**src/rtl/addr_seq_pkg.sv**
```systemverilog
// Shared types, word layout and histogram geometry for the address drive sequencer.
package addr_seq_pkg;

    localparam int ADDR_W             = 16;
    localparam int ADDR_MON_CNT_RANGE = 8;
    localparam int ADDR_MON_CNT_SIZE  = 16;
    localparam int MAX_ADDR_CYCLE_CNT = 128;
    localparam int NBINS              = MAX_ADDR_CYCLE_CNT / ADDR_MON_CNT_RANGE;
    localparam int BIN_W              = $clog2(NBINS);
    localparam int HOLD_W             = 16;
    localparam int CYCLE_CNT_W        = 16;

    localparam int ADDR_MSB = 31;
    localparam int ADDR_LSB = 16;
    localparam int HOLD_MSB = 15;
    localparam int HOLD_LSB = 0;

    typedef enum logic [1:0] {
        IDLE  = 2'd0,
        FETCH = 2'd1,
        DRIVE = 2'd2
    } state_t;

    // Long holds all land in the top bin so the histogram never loses a word.
    function automatic logic [BIN_W-1:0] bin_idx(input logic [HOLD_W-1:0] hold);
        logic [BIN_W-1:0] idx;
        if (hold >= HOLD_W'(MAX_ADDR_CYCLE_CNT)) begin
            idx = BIN_W'(NBINS - 1);
        end else begin
            idx = BIN_W'(hold / HOLD_W'(ADDR_MON_CNT_RANGE));
        end
        return idx;
    endfunction

endpackage

```
**src/rtl/addr_drive_seq_hist.sv**
```systemverilog
// Hold-length histogram: one saturating word counter per bin, cleared at program start.
module addr_mon_hist
    import addr_seq_pkg::*;
(
    input  logic                                      clk,
    input  logic                                      reset,
    input  logic                                      clr,
    input  logic                                      inc,
    input  logic [BIN_W-1:0]                          bin,
    output logic [NBINS-1:0][ADDR_MON_CNT_SIZE-1:0]   cnts
);

    localparam logic [ADDR_MON_CNT_SIZE-1:0] CNT_MAX = {ADDR_MON_CNT_SIZE{1'b1}};

    // Bin counters: clear on start, bump the selected bin unless already saturated.
    always_ff @(posedge clk) begin
        if (!reset) begin
            cnts <= {(NBINS * ADDR_MON_CNT_SIZE){1'b0}};
        end else if (clr) begin
            cnts <= {(NBINS * ADDR_MON_CNT_SIZE){1'b0}};
        end else begin
            for (int i = 0; i < NBINS; i++) begin
                if (inc && (bin == BIN_W'(i)) && (cnts[i] != CNT_MAX)) begin
                    cnts[i] <= cnts[i] + {{(ADDR_MON_CNT_SIZE-1){1'b0}}, 1'b1};
                end
            end
        end
    end

endmodule

```
**src/rtl/addr_drive_seq.sv**
```systemverilog
// Pops address words from a FWFT FIFO and drives each address for its hold count,
// tracking accepted drive cycles and a hold-length histogram for software.
module addr_drive_seq
    import addr_seq_pkg::*;
(
    input  logic                                      clk,
    input  logic                                      reset,
    input  logic                                      active_program,
    input  logic [31:0]                               addr_fifo_dout,
    input  logic                                      addr_fifo_empty,
    output logic                                      addr_fifo_rd,
    input  logic                                      addr_ready,
    output logic [ADDR_W-1:0]                         addr_out,
    output logic                                      addr_valid,
    output logic                                      addr_underrun,
    output logic [CYCLE_CNT_W-1:0]                    addr_cycle_cnt,
    output logic [NBINS-1:0][ADDR_MON_CNT_SIZE-1:0]   addr_mon_cnts
);

    localparam logic [CYCLE_CNT_W-1:0] CYCLE_MAX = {CYCLE_CNT_W{1'b1}};

    state_t              state_r;
    state_t              state_s;
    logic [HOLD_W-1:0]   hold_rem_r;
    logic [ADDR_W-1:0]   word_addr_s;
    logic [HOLD_W-1:0]   word_hold_s;
    logic                accept_s;
    logic                word_end_s;
    logic                pop_s;
    logic                start_s;

    assign word_addr_s = addr_fifo_dout[ADDR_LSB +: ADDR_W];
    assign word_hold_s = addr_fifo_dout[HOLD_MSB:HOLD_LSB];

    // Next state and pop strobe; a pop is never gated by active_program so a word
    // already being handed over completes even as the program stops.
    always_comb begin
        state_s    = state_r;
        pop_s      = 1'b0;
        start_s    = 1'b0;
        accept_s   = 1'b0;
        word_end_s = 1'b0;
        case (state_r)
            IDLE: begin
                if (active_program) begin
                    start_s = 1'b1;
                    state_s = FETCH;
                end else begin
                    state_s = IDLE;
                end
            end
            FETCH: begin
                pop_s = !addr_fifo_empty;
                if (!active_program) begin
                    state_s = IDLE;
                end else if (!addr_fifo_empty) begin
                    state_s = DRIVE;
                end else begin
                    state_s = FETCH;
                end
            end
            DRIVE: begin
                accept_s   = addr_ready;
                word_end_s = addr_ready && (hold_rem_r == {{(HOLD_W-1){1'b0}}, 1'b1});
                pop_s      = word_end_s && !addr_fifo_empty;
                if (!active_program) begin
                    state_s = IDLE;
                end else if (word_end_s && addr_fifo_empty) begin
                    state_s = FETCH;
                end else begin
                    state_s = DRIVE;
                end
            end
            default: begin
                state_s = IDLE;
            end
        endcase
    end

    assign addr_fifo_rd = pop_s;

    // FSM state, driven word, remaining hold, underrun pulse and cycle counter.
    always_ff @(posedge clk) begin
        if (!reset) begin
            state_r        <= IDLE;
            hold_rem_r     <= {HOLD_W{1'b0}};
            addr_out       <= {ADDR_W{1'b0}};
            addr_valid     <= 1'b0;
            addr_underrun  <= 1'b0;
            addr_cycle_cnt <= {CYCLE_CNT_W{1'b0}};
        end else begin
            state_r       <= state_s;
            addr_valid    <= (state_s == DRIVE);
            addr_underrun <= active_program && word_end_s && addr_fifo_empty;
            if (pop_s) begin
                addr_out   <= word_addr_s;
                hold_rem_r <= (word_hold_s == {HOLD_W{1'b0}}) ?
                              {{(HOLD_W-1){1'b0}}, 1'b1} : word_hold_s;
            end else if (accept_s) begin
                hold_rem_r <= hold_rem_r - {{(HOLD_W-1){1'b0}}, 1'b1};
            end
            if (start_s) begin
                addr_cycle_cnt <= {CYCLE_CNT_W{1'b0}};
            end else if (accept_s && (addr_cycle_cnt != CYCLE_MAX)) begin
                addr_cycle_cnt <= addr_cycle_cnt + {{(CYCLE_CNT_W-1){1'b0}}, 1'b1};
            end
        end
    end

    addr_mon_hist u_hist (
        .clk   (clk),
        .reset (reset),
        .clr   (start_s),
        .inc   (pop_s),
        .bin   (bin_idx(word_hold_s)),
        .cnts  (addr_mon_cnts)
    );

endmodule

```
**config.mk**
```make
export PLATFORM = sky130hd
export DESIGN_NAME = addr_drive_seq
export DESIGN_NICKNAME = d
export VERILOG_FILES = /design/src/rtl/addr_seq_pkg.sv /design/src/rtl/addr_drive_seq_hist.sv /design/src/rtl/addr_drive_seq.sv
export SDC_FILE = /design/constraint.sdc
export NUM_CORES = 1
export LEC_CHECK = 0
export ABC_AREA = 1
export BUFFER_PORTS_ARGS = -buffer_cell sky130_fd_sc_hd__buf_2
export CORE_UTILIZATION = 57
export DETAILED_ROUTE_END_ITERATION = 7
export PLACE_DENSITY = 0.78
export SYNTH_ARGS = -nofsm -noshare
export SYNTH_HDL_FRONTEND = slang
export SYNTH_SLANG_ARGS = --single-unit
```
**constraint.sdc**
```tcl
create_clock -name clk -period 2.9 [get_ports clk]
set_input_delay 0.87 -clock clk [delete_from_list [all_inputs] [get_ports clk]]
set_output_delay 0.87 -clock clk [all_outputs]
set_load 0.03 [all_outputs]
```
After elaboration in Yosys (flattened, before gate mapping)
Cells that the tools add are included.

$lt $le $gt $ge: 1. Bitwise logic cells: 1. Eq/ne operators: 36. Reductions and logical operators: 44. Muxes and demuxes: 15. Add/sub/neg operators: 18.

Operators by type and width (count): 16-bit by 1-bit adder with 16-bit output (second input constant) (17); 16-bit inequality test (second input constant) (17); 16-bit 2-to-1 mux (3); 1-bit logical AND (38); 4-bit equality test (second input constant) (8); 16-bit by 1-bit equality test with 1-bit output (second input constant) (1); 4-bit by 3-bit equality test with 1-bit output (second input constant) (4); 16-bit by 8-bit >= comparator with 1-bit output (second input constant) (1); 16-bit logical NOT (1); 16-bit by 1-bit subtractor with 16-bit output (second input constant) (1); 4-bit by 2-bit equality test with 1-bit output (second input constant) (2); 2-bit 2-to-1 mux (4); 2-bit case mux with 3 select lines (1); 1-bit 2-to-1 mux (5); 2-bit equality test (second input constant) (2); 4-bit by 1-bit equality test with 1-bit output (second input constant) (1); 4-bit logical NOT (1); 4-bit 2-to-1 mux (1); 2-bit by 1-bit equality test with 1-bit output (second input constant) (1); 2-bit logical NOT (1); 1-bit case mux with 2 select lines (1); 2-bit nonzero test (1); 2-bit OR reduction (1); 1-bit logical NOT (1); 1-bit inverter (1).

Output and inout port bits: 291. Input bits: 37. Register bits: 308.

Depth between registers and ports, before layout
Gate-level depths: netlist of the first run.

Depth in word-level cells: 7. Depth in mapped cells: 15. Gate-level depth less buffers: 14.

Hierarchy
Synthesis of the first run repeated with hierarchy kept, for this count alone.

Cells, all modules: 2837. Area total of the unflattened synthesis: 17112.7 µm².

By module, submodules not included: addr_mon_hist (area an instance 14148.6 µm², seq. area each 5124.9 µm², cells each 2385, instances 1); addr_drive_seq (area an instance 2964.1 µm², seq. area each 1041.0 µm², cells each 452, instances 1).

Worst setup path after synthesis of the first run
No wires, ideal clock.

Path kind: input to output. Start point: in addr_ready. End point: out addr_fifo_rd. Arrival time: 1.888 ns. Required time: 2.030 ns. Path slack: 0.142 ns. Stages: 8. Cell sequence: nand2_1 inv_1 nand2_1 nor2_1 nand3_1 a21oi_4 buf_2 buf_2.

Word-level cells in the longest chain between the ends: 3.

RTL lines: start, declared (line addr_drive_seq.sv:12) `input logic addr_ready,`; 1-bit logical AND (line addr_drive_seq.sv:64) `word_end_s = addr_ready && (hold_rem_r == {{(HOLD_W-1){1'b0}}, 1'b1});`; 1-bit logical AND (line addr_drive_seq.sv:65) `pop_s = word_end_s && !addr_fifo_empty;`; 1-bit case mux with 2 select lines (line addr_drive_seq.sv:43) `case (state_r)`; end, declared (line addr_drive_seq.sv:11) `output logic addr_fifo_rd,`.

No other way between the ends.

Worst setup path after layout of the first run
Start point: reg hold_rem_r[1]. End point: out addr_fifo_rd.

Word-level cells in the longest chain between the ends: 4.

RTL lines: start, declared (line addr_drive_seq.sv:24) `logic [HOLD_W-1:0] hold_rem_r;`; start signal, assigned (line addr_drive_seq.sv:86) `hold_rem_r <= {HOLD_W{1'b0}};`; start signal, assigned (line addr_drive_seq.sv:97) `hold_rem_r <= (word_hold_s == {HOLD_W{1'b0}}) ?`; start signal, assigned (line addr_drive_seq.sv:100) `hold_rem_r <= hold_rem_r - {{(HOLD_W-1){1'b0}}, 1'b1};`; 16-bit by 1-bit equality test with 1-bit output (line addr_drive_seq.sv:64); 1-bit logical AND (line addr_drive_seq.sv:64); 1-bit logical AND (line addr_drive_seq.sv:65); 1-bit case mux with 2 select lines (line addr_drive_seq.sv:43).

No other way between the ends.

==> metrics.txt, run 1 <==
Synth Flop Type=dfxtp_1; Filler cells=about 2800; EDFF count, synth=0; routed wl met2=25000 um; CTS tree=built; Clock Tree Buf Depth=3; Initial Utilization=58.1%; ANT nets after route=0; switching power=2.01 mW; Tmin final=2.77 ns; worst reg2reg path endpoint=u_hist.cnts[251]$_SDFFE_PP0P_; max layer used=met4; Crit path largest cell delay=0.32 ns; Hold Fails Final Rpt=0; hold worst-path end=addr_out[13]$_SDFFE_PN0P_; status=finished, final reports clean; Reg2Reg Depth=8; CP Data Arrival Time=about 1.9 ns; row cnt=65; max-slew violations=0; Fin Clk Skew=0.00734 ns; Post-Route WL=53700 um; WL met3=4270 um; peak fanout along the critical path=3; DRC=0; io pins=~330; Num CTS Buffers=36; highest-count cells in the layout ignoring fill and taps=770 x nand2_1, 326 x buf_2, 316 x nor2_1; pin count of the biggest net entering global routing=around 140; VDD IR-drop max=0.397 mV; Initial DRC Count=1473; register area share after synthesis=33.6%; distinct cell type count after synthesis=24; Remaining Overflow, GRT=0; hold depth=2; area of the multi-input gates=0.0108 mm2; Synth Area per Inst=6.47 um2; H-tree Lvls=2; Sequential Power Share=between 40% and 50%; hold crit path type=reg -> reg; critical-path cell list=inv_1 > ha_1 > nand2_1 > inv_1 > nand2_1 > nor2_1 > nand3_2 > a21oi_4 > clkbuf_4; buffers added on ports=327; # nets final=3221; Reg clk slew, reported paths=0.06 ns; Internal=7.03 mW; WP data required=2.03 ns; Via density=5.71; max_cap viols=0; first-pass GRT wire length=87700 um; Gate power share=4.2%; setup violation total in the final timing report=0; HPWL after DPL=37600 um; Critical Path Sink Type=output port; WL per Instance=about 15 um; Sequential cell area=0.00617 mm2; setup slack, reg-to-reg=0.41 ns; worst-margin pin slew=0.689 ns; worst setup path start=hold_rem_r[1]$_SDFFE_PN0P_; Synth Instances=2840; share of layout cells above drive strength 1=14.9%; Final TNS setup=0 ns; WL met1=22700 um; crit path launch type=register; Mapped Area=0.0184 mm2; hold path startpoint=addr_out[13]$_SDFFE_PN0P_; switch share=22.2%; max_slew headroom=54.1%; 1st-pass router iterations=6; most common cell after layout, fill and taps aside=nand2_1; GR Util All Layers=31.3%; die footprint=around 0.033 mm2; Tcrit/Tclk final=95.4%; reg2reg start=u_hist.cnts[240]$_SDFFE_PP0P_; part of the power in the clock network=between 40% and 50%; pwr/cell area=415 mW/mm2; area delta synth->final=18.4%; GP Congestion=around 0.97; critical path type=reg -> out; die width=182 um; via count=20500; clk root buf=clkbuf_16; vias in the first global route=18200; Leak Pwr=8.81 nW; Synth Warn #=0; overall die height=182 um; register bit total from synthesis=308; Core ar.=0.0316 mm2; Max Fclk=~0.36 GHz; syn nets=2900; Worst-Skew Late Latency=0.51 ns; clock sink count=308; Post-synth ARST share=0%; initial antenna violation count=1; slowest CP cell=dfxtp_1; total power=about 9.0 mW
power by group through the flow:
| stage | Combinational [mW] | Clock [mW] | Sequential [mW] |
|---|---|---|---|
| final | 0.381 | 4.40 | 4.26 |
| after global routing | 0.415 | 4.66 | 4.26 |
| after CTS | 0.376 | 4.47 | 4.26 |
| after detailed placement | 0.371 | 0 | 4.35 |
| after global placement | 0.363 | 0 | 4.35 |
| after floorplan | 0.241 | 0 | 4.36 |
routing by layer:
metal,global-route usage (%),vias to the layer above
li1,-,10200
met5,0,-
met3,5.76,127
met2,51.9,827
met4,11.7,0
met1,40.5,9372
cell type report:
class	count	area share, %
antenna	1	0.0115
inverter	226	3.90
timing repair buffer	405	10.4
clock inverter	4	0.322
sequential	308	28.3
tap	402	2.31
multi-input combinational	2184	49.8
clock buffer	57	4.88
timing repair:
item                                    in CTS  in global routing
hold endpoints to repair                     0                  0
gates resized for setup                      0                  3
hold buffers                                 0                  0
setup buffers                                0                  2
endpoints found under the setup margin       0                  1
cells in the mapped netlist (all sizes together) (56+ instances only):
master	count	area, um2
nand3	166	856
buf	60	302
a21oi	270	1360
xor2	98	858
o21ai	73	365
nand4	307	1920
nor2	329	1270
clkbuf	62	233
xnor2	56	490
nand2	771	2890
inv	226	848
dfxtp	308	6170
registers in the layout, indices dropped and copies added, names as in the netlist:
| name | count |
|---|---|
| hold_rem_r | 16 |
| addr_underrun | 1 |
| addr_out | 16 |
| addr_valid | 1 |
| addr_cycle_cnt | 16 |
| state_r | 2 |
| u_hist.cnts | 256 |
how the worst max path moves through the flow:
| stage | endpoint | slack [ns] | depth (start not counted) |
|---|---|---|---|
| after floorplan | addr_fifo_rd | 0.14 | 8 |
| after global placement | u_hist.cnts[148]$_SDFFE_PP0P_ | 0.21 | 9 |
| after detailed placement | u_hist.cnts[158]$_SDFFE_PP0P_ | 0.11 | 9 |
| after CTS | addr_fifo_rd | 0.07 | 9 |
| after global routing | addr_fifo_rd | -0.01 | 9 |
| final | addr_fifo_rd | 0.13 | 9 |
critical path: cells and delay by family, from the launching register on:
family	cells	cell delay, ns
compound gates	1	0.19
fa+ha+maj	1	0.18
buf+inv	3	0.36
simple gates	4	0.34
flops	1	0.32
stage by stage:
stage | cell area (um2) | setup slack [ns] | cells | utilization, % | hold WS, ns
global route | 21800 | -0.0108 | 3587 | 68.8 | 0.504
floorplan | 18400 | 0.142 | 2840 | - | 0.467
finish | 21800 | 0.133 | 3587 | 68.8 | 0.476
CTS | 21700 | 0.0745 | 3584 | 68.7 | 0.482
detailed placement | 20600 | 0.111 | 3523 | 65.1 | 0.469
global placement | 20600 | 0.212 | 3523 | 65.1 | 0.460
kinds of logic (layout without fill, tap and decap cells):
kind of cell               after synthesis  after routing  synth area share [%]
AOI/OAI and AO/OA                      344            344                  9.44
buffers and inverters                  348            692                  7.52
and+or+nand+nor                       1663           1663                  40.6
other                                    0              1                     0
adders and majority gates               23             23                  1.57
xor gates and xnor gates               154            154                  7.34
DFF                                    308            308                  33.6
Note: power is estimated with default switching activity, not from simulation.
==> run 2: changes to the inputs <==
BUFFER_PORTS_ARGS = -buffer_cell sky130_fd_sc_hd__buf_4   (was -buffer_cell sky130_fd_sc_hd__buf_2)
CORE_UTILIZATION = 56   (was 57)
HOLD_SLACK_MARGIN = 0.05   (was default)
SYNTH_HIERARCHICAL = 1   (was default)
==> run 2 against run 1 <==
  * Worst setup slack improved by 0.12 ns
  * Via count decreased by 4.4%
  * Synthesized cell count decreased by 0.11%
  * Critical endpoint unchanged
  * Sequential power about the same
  * Fmax increased by 4.5%
  * Non-clock buffer count decreased by 6
  * Clock power about the same
  * Largest power group unchanged
==> metrics.txt, run 2 <==
status=finished, final reports clean; die footprint=0.0313 mm2; CTS tree=built; Fin Clk Skew=0.00963 ns; # nets final=3272; H-tree Lvls=2; number of flip-flops in the largest register=256; DRC=0; critical-path cell list=nor2_2 > nand2_2 > nor2_4 > nand3_2 > nand2_4 > nand2_4 > clkinv_4 > buf_4; HPWL after DPL=~37000 um; diode count=0; peak fanout along the critical path=5; ANT nets after route=0; Synth Flop Type=dfxtp_1; Reg2Reg Depth=15; Num CTS Buffers=36; Resize count post-CTS=0; first-pass GRT wire length=slightly above 80000 um; design area=0.0215 mm2; Synth Area per Inst=6.03 um2; hold crit path type=reg -> reg; pin count of the biggest net entering global routing=75; total power=9.12 mW; slowest CP cell=dfxtp_1; io pins=328; most frequent CP cell=nand2_4; Hold Fails Final Rpt=0; critical path type=reg -> out; 1st-pass router iterations=7; Via density=5.40; area share of the largest cell type after synthesis=36.0%; WL per Instance=13.8 um; Reg clk slew, reported paths=0.06 ns; GP Congestion=around 0.94; setup slack, reg-to-reg=0.40 ns; top-count cell post-synth=nand2_1; Mapped Area=0.0171 mm2; register area share after synthesis=36.0%; EDFF count, synth=0; hold path startpoint=addr_out[14]$_SDFFE_PN0P_; buffers added on ports=roughly 330; Initial Utilization=57.3%; Tcrit/Tclk final=slightly above 90%; Max Fclk=between 0.3 and 0.4 GHz; via count=just under 20000; Clock Tree Buf Depth=3; highest-count cells in the layout ignoring fill and taps=753 x nand2_1, 744 x nor2_1, 397 x buf_4; synth cell count leaders=753 x nand2_1, 745 x nor2_1, 308 x dfxtp_1; most common cell after layout, fill and taps aside=nand2_1; vias in the first global route=17400; Core ar.=0.0299 mm2; crit path launch type=register; WP data required=2.03 ns; Initial DRC Count=1438; area delta synth->final=25.5%; clock sink count=308; worst reg2reg path endpoint=u_hist/cnts[172]$_SDFFE_PP0P_; post-CTS setup buffer count=0; Crit path largest cell delay=0.37 ns; Synth Instances=2837; row cnt=63; GR Util All Layers=30.7%; unrepaired setup endpoints after global routing=no; Critical Path Sink Type=output port; Worst-Skew Late Latency=0.51 ns; share of layout cells above drive strength 1=14.9%; Placed Area=0.0203 mm2; register bit total from synthesis=~300; hold depth=2; worst-margin pin slew=0.823 ns; setup violation total in the final timing report=0; max_cap viols=0; die width=about 180 um; max_slew headroom=44.9%; reg2reg start=hold_rem_r[9]$_SDFFE_PN0P_; final core occ=71.9%; hold worst-path end=addr_out[14]$_SDFFE_PN0P_; Post-Route WL=50200 um; max-slew violations=0; distinct cell type count after synthesis=39; CP Data Arrival Time=approximately 1.8 ns; Post-synth ARST share=0%; Remaining Overflow, GRT=0; cts hold-fix bufs=0; overall die height=177 um; Leak Pwr=approximately 8.7 nW; clk root buf=clkbuf_16; initial antenna violation count=0; Most flops, register=u_hist/cnts; VDD IR-drop max=between 0.4 and 0.5 mV; Synth Warn #=6; Synth area leaders=dfxtp_1 36%, nand2_1 17%, nor2_1 16%; Tmin final=2.65 ns; Filler cells=2648; syn nets=between 2000 and 3000; area leader, netlist=dfxtp_1; pwr/cell area=between 400 and 500 mW/mm2
## run 2: changes by cell type after synthesis, sizes merged, moves of 11 or more
cell    before  now
nand4      307   40
clkbuf      62   38
xnor2       56    8
nor2       329  758
nor3        54   34
a21oi      270  199
nand3      166  277
xor2        98   19
buf         60   24
nand2      771  758
o21ai       73   84
## run 2: critical path: cells and delay by family (launching register included)
family	cells	cell delay [ns]
AND/OR/NAND/NOR	6	0.66
flip-flops	1	0.37
buffers and inverters	2	0.23
## run 2: how the worst max path moves through the flow
| stage | startpoint | end | slack (ns) | cells after the start |
|---|---|---|---|---|
| floorplan | addr_ready | u_hist/cnts[172]$_SDFFE_PP0P_ | 0.14 | 17 |
| global placement | addr_fifo_dout[13] | u_hist/cnts[26]$_SDFFE_PP0P_ | 0.01 | 14 |
| detailed placement | addr_fifo_dout[12] | u_hist/cnts[164]$_SDFFE_PP0P_ | -0.03 | 14 |
| CTS | hold_rem_r[1]$_SDFFE_PN0P_ | addr_fifo_rd | 0.24 | 11 |
| global route | hold_rem_r[1]$_SDFFE_PN0P_ | u_hist/cnts[124]$_SDFFE_PP0P_ | 0.08 | 18 |
| finish | hold_rem_r[9]$_SDFFE_PN0P_ | addr_fifo_rd | 0.25 | 8 |
## run 2: kinds of logic (layout without fill, tap and decap cells)
group / Yosys count / in the layout / share of synthesized area [%]
compound gates: 288 / 288 / 8.59
xor+xnor: 27 / 27 / 1.38
fa+ha+maj: 23 / 23 / 1.68
buf+inv: 294 / 695 / 6.84
flops: 308 / 308 / 36.0
simple gates: 1897 / 1897 / 45.5
## run 2: per-layer routing
| layer | track usage [%] | part of all wire [%] |
|---|---|---|
| met1 | 37.4 | 42 |
| met2 | 52.6 | 46 |
| met3 | 6.44 | 7.5 |
| met4 | 12.2 | 3.7 |
| met5 | 0 | 0 |
## run 2: power breakdown
part           leakage [nW]  internal, mW  total, mW  switching, mW
clock                 0.573          2.63       4.38           1.75
sequential             2.48          4.25       4.26         0.0132
combinational          5.60         0.173      0.478          0.306
## run 2: through the flow
step                TNS, ns  setup slack [ns]  std cells  hold slack [ns]
CTS                       0             0.236       3628            0.487
finish                    0             0.251       3628            0.481
global route              0            0.0824       3628            0.498
global placement          0            0.0116       3564            0.466
floorplan                 0             0.138       2837            0.481
detailed placement  -0.0761           -0.0339       3564            0.473
## run 2: final cells by class
type / count / area, um2 / area share [%]
clock inverter: 10 / 75.1 / 0.350
sequential: 308 / 6170 / 28.7
multi-input combinational: 2235 / 9780 / 45.5
clock buffer: 54 / 1070 / 4.98
inverter: 232 / 876 / 4.08
timing repair buffer: 399 / 3020 / 14.1
tap: 390 / 488 / 2.27
==> run 3: changes to the inputs <==
RECOVER_POWER = 50   (was default)
==> run 3 against run 2 <==
  * Total power is essentially flat
  * Fmax down 1.7%
  * Via count shrank 0.13%
  * Largest power group unchanged
==> metrics.txt, run 3 (synthesized netlist as in run 2, its figures left out) <==
status=finished, final reports clean; Tcrit/Tclk final=92.9%; worst-margin pin slew=1.05 ns; crit path launch type=register; design area=0.0205 mm2; Reg2Reg Depth=9; pre-CTS setup slack=-0.0339 ns; Fin Clk Skew=0.00845 ns; GR Util All Layers=30.7%; post-CTS setup buffer count=0; cts hold-fix bufs=0; Filler cells=2950; diode count=0; Leak Pwr=7.51 nW; H-tree Lvls=2; Via density=5.39; peak fanout along the critical path=11; GP Congestion=0.936; Initial DRC Count=1461; initial antenna violation count=0; share of layout cells above drive strength 1=6.55%; DRC=0; number of flip-flops in the largest register=around 260; Remaining Overflow, GRT=0; Initial Utilization=57.3%; WP data required=3.33 ns; Tmin final=about 2.7 ns; Hold Fails Final Rpt=0; 1st-pass router iterations=5; hold crit path type=reg -> reg; Clock Tree Buf Depth=3; CP Data Arrival Time=3.13 ns; buffers added on ports=327; worst reg2reg path endpoint=addr_cycle_cnt[6]$_SDFFE_PP0P_; row cnt=between 60 and 70; Placed Area=around 0.020 mm2; Reg clk slew, reported paths=0.06 ns; setup slack, reg-to-reg=0.20 ns; reg2reg start=addr_cycle_cnt[0]$_SDFFE_PP0P_; Most flops, register=u_hist/cnts; via count=between 15000 and 20000; Resize count post-CTS=0; pwr/cell area=446 mW/mm2; Critical Path Sink Type=register; Core ar.=0.0299 mm2; ANT nets after route=0; Worst-Skew Late Latency=0.51 ns; max_slew headroom=approximately 30%; die footprint=0.0313 mm2; Hold WS=0.479 ns; CTS tree=built; die width=177 um; hold depth=2; critical path type=reg -> reg; pin count of the biggest net entering global routing=75; first-pass GRT wire length=around 80000 um; final setup margin=0.205 ns; clock sink count=between 300 and 400; overall die height=around 180 um; Post-Route WL=50200 um; worst setup path start=addr_cycle_cnt[0]$_SDFFE_PP0P_; VDD IR-drop max=0.457 mV; # nets final=3272; WL per Instance=between 10 and 15 um; setup violation total in the final timing report=0; clk root buf=clkbuf_16; Num CTS Buffers=36; io pins=328; max_cap viols=0; hold worst-path end=addr_out[3]$_SDFFE_PN0P_; area delta synth->final=19.5%; max-slew violations=0; hold path startpoint=addr_out[3]$_SDFFE_PN0P_; highest-count cells in the layout ignoring fill and taps=753 x nand2_1, 744 x nor2_1, 308 x dfxtp_1; unrepaired setup endpoints after global routing=no; HPWL after DPL=36700 um; most common cell after layout, fill and taps aside=nand2_1; Max Fclk=0.371 GHz; vias in the first global route=17400
==> run 3: changes by cell type in the layout (fill, tap and decap cells not counted) <==
cell and change:
or2_0 +1, a21oi_1 +1, clkbuf_1 +268, nand3_2 -1, o21ai_2 -1, or2_1 -1
nand3_1 +1, a21oi_2 -1, o21ai_0 +18, clkbuf_2 +1, o21ai_1 -17, buf_4 -269
==> run 3: cell type report <==
| cell class | count | area (um2) | area share, % |
|---|---|---|---|
| Sequential cell | 308 | 6170 | 30.1 |
| Clock buffer | 54 | 1070 | 5.23 |
| Inverter | 232 | 876 | 4.28 |
| Multi-Input combinational cell | 2235 | 9770 | 47.8 |
| Clock inverter | 10 | 75.1 | 0.367 |
| Timing Repair Buffer | 399 | 2010 | 9.83 |
| Tap cell | 390 | 488 | 2.39 |
==> run 3: layer usage <==
layer / track usage (%) / share of wire [%] / routed length [um] / up-vias
met4: 12.2 / 3.7 / 1850 / 0
li1: - / - / - / 9826
met2: 52.6 / 46 / 23200 / 683
met3: 6.44 / 7.7 / 3860 / 125
met5: 0 / 0 / 0 / -
met1: 37.4 / 42 / 21300 / 8933
==> run 3: critical path, stage by stage (launching register included) <==
cell and delay [ns]:
dfxtp_1 0.44, ha_1 0.23, nand3_1 0.13, or2_0 0.30
o21ai_0 0.84, buf_4 0.32, inv_2 0.11, nand2_1 0.09
nand2_1 0.06, a21oi_1 0.11
==> run 3: metrics by stage <==
| step | power [mW] | TNS [ns] | util, % | instances |
|---|---|---|---|---|
| floorplan | 4.69 | 0 | - | 2837 |
| global placement | 4.81 | 0 | 68.1 | 3564 |
| detailed placement | 4.82 | -0.0761 | 68.1 | 3564 |
| CTS | 9.20 | 0 | 71.9 | 3628 |
| global route | 9.43 | 0 | 68.5 | 3628 |
| finish | 9.12 | 0 | 68.5 | 3628 |
==> run 3: where the power goes <==
part	internal, mW	switching, mW	total (mW)
sequential	4.25	0.0130	4.26
combinational	0.165	0.302	0.467
clock	2.63	1.76	4.39
==> run 3: worst max-delay path by stage <==
stage / to / slack, ns / depth (start not counted)
after CTS: addr_fifo_rd / 0.24 / 11
after global routing: u_hist/cnts[124]$_SDFFE_PP0P_ / 0.04 / 18
after detailed placement: u_hist/cnts[164]$_SDFFE_PP0P_ / -0.03 / 14
after global placement: u_hist/cnts[26]$_SDFFE_PP0P_ / 0.01 / 14
final: addr_cycle_cnt[6]$_SDFFE_PP0P_ / 0.20 / 9
after floorplan: u_hist/cnts[172]$_SDFFE_PP0P_ / 0.14 / 17
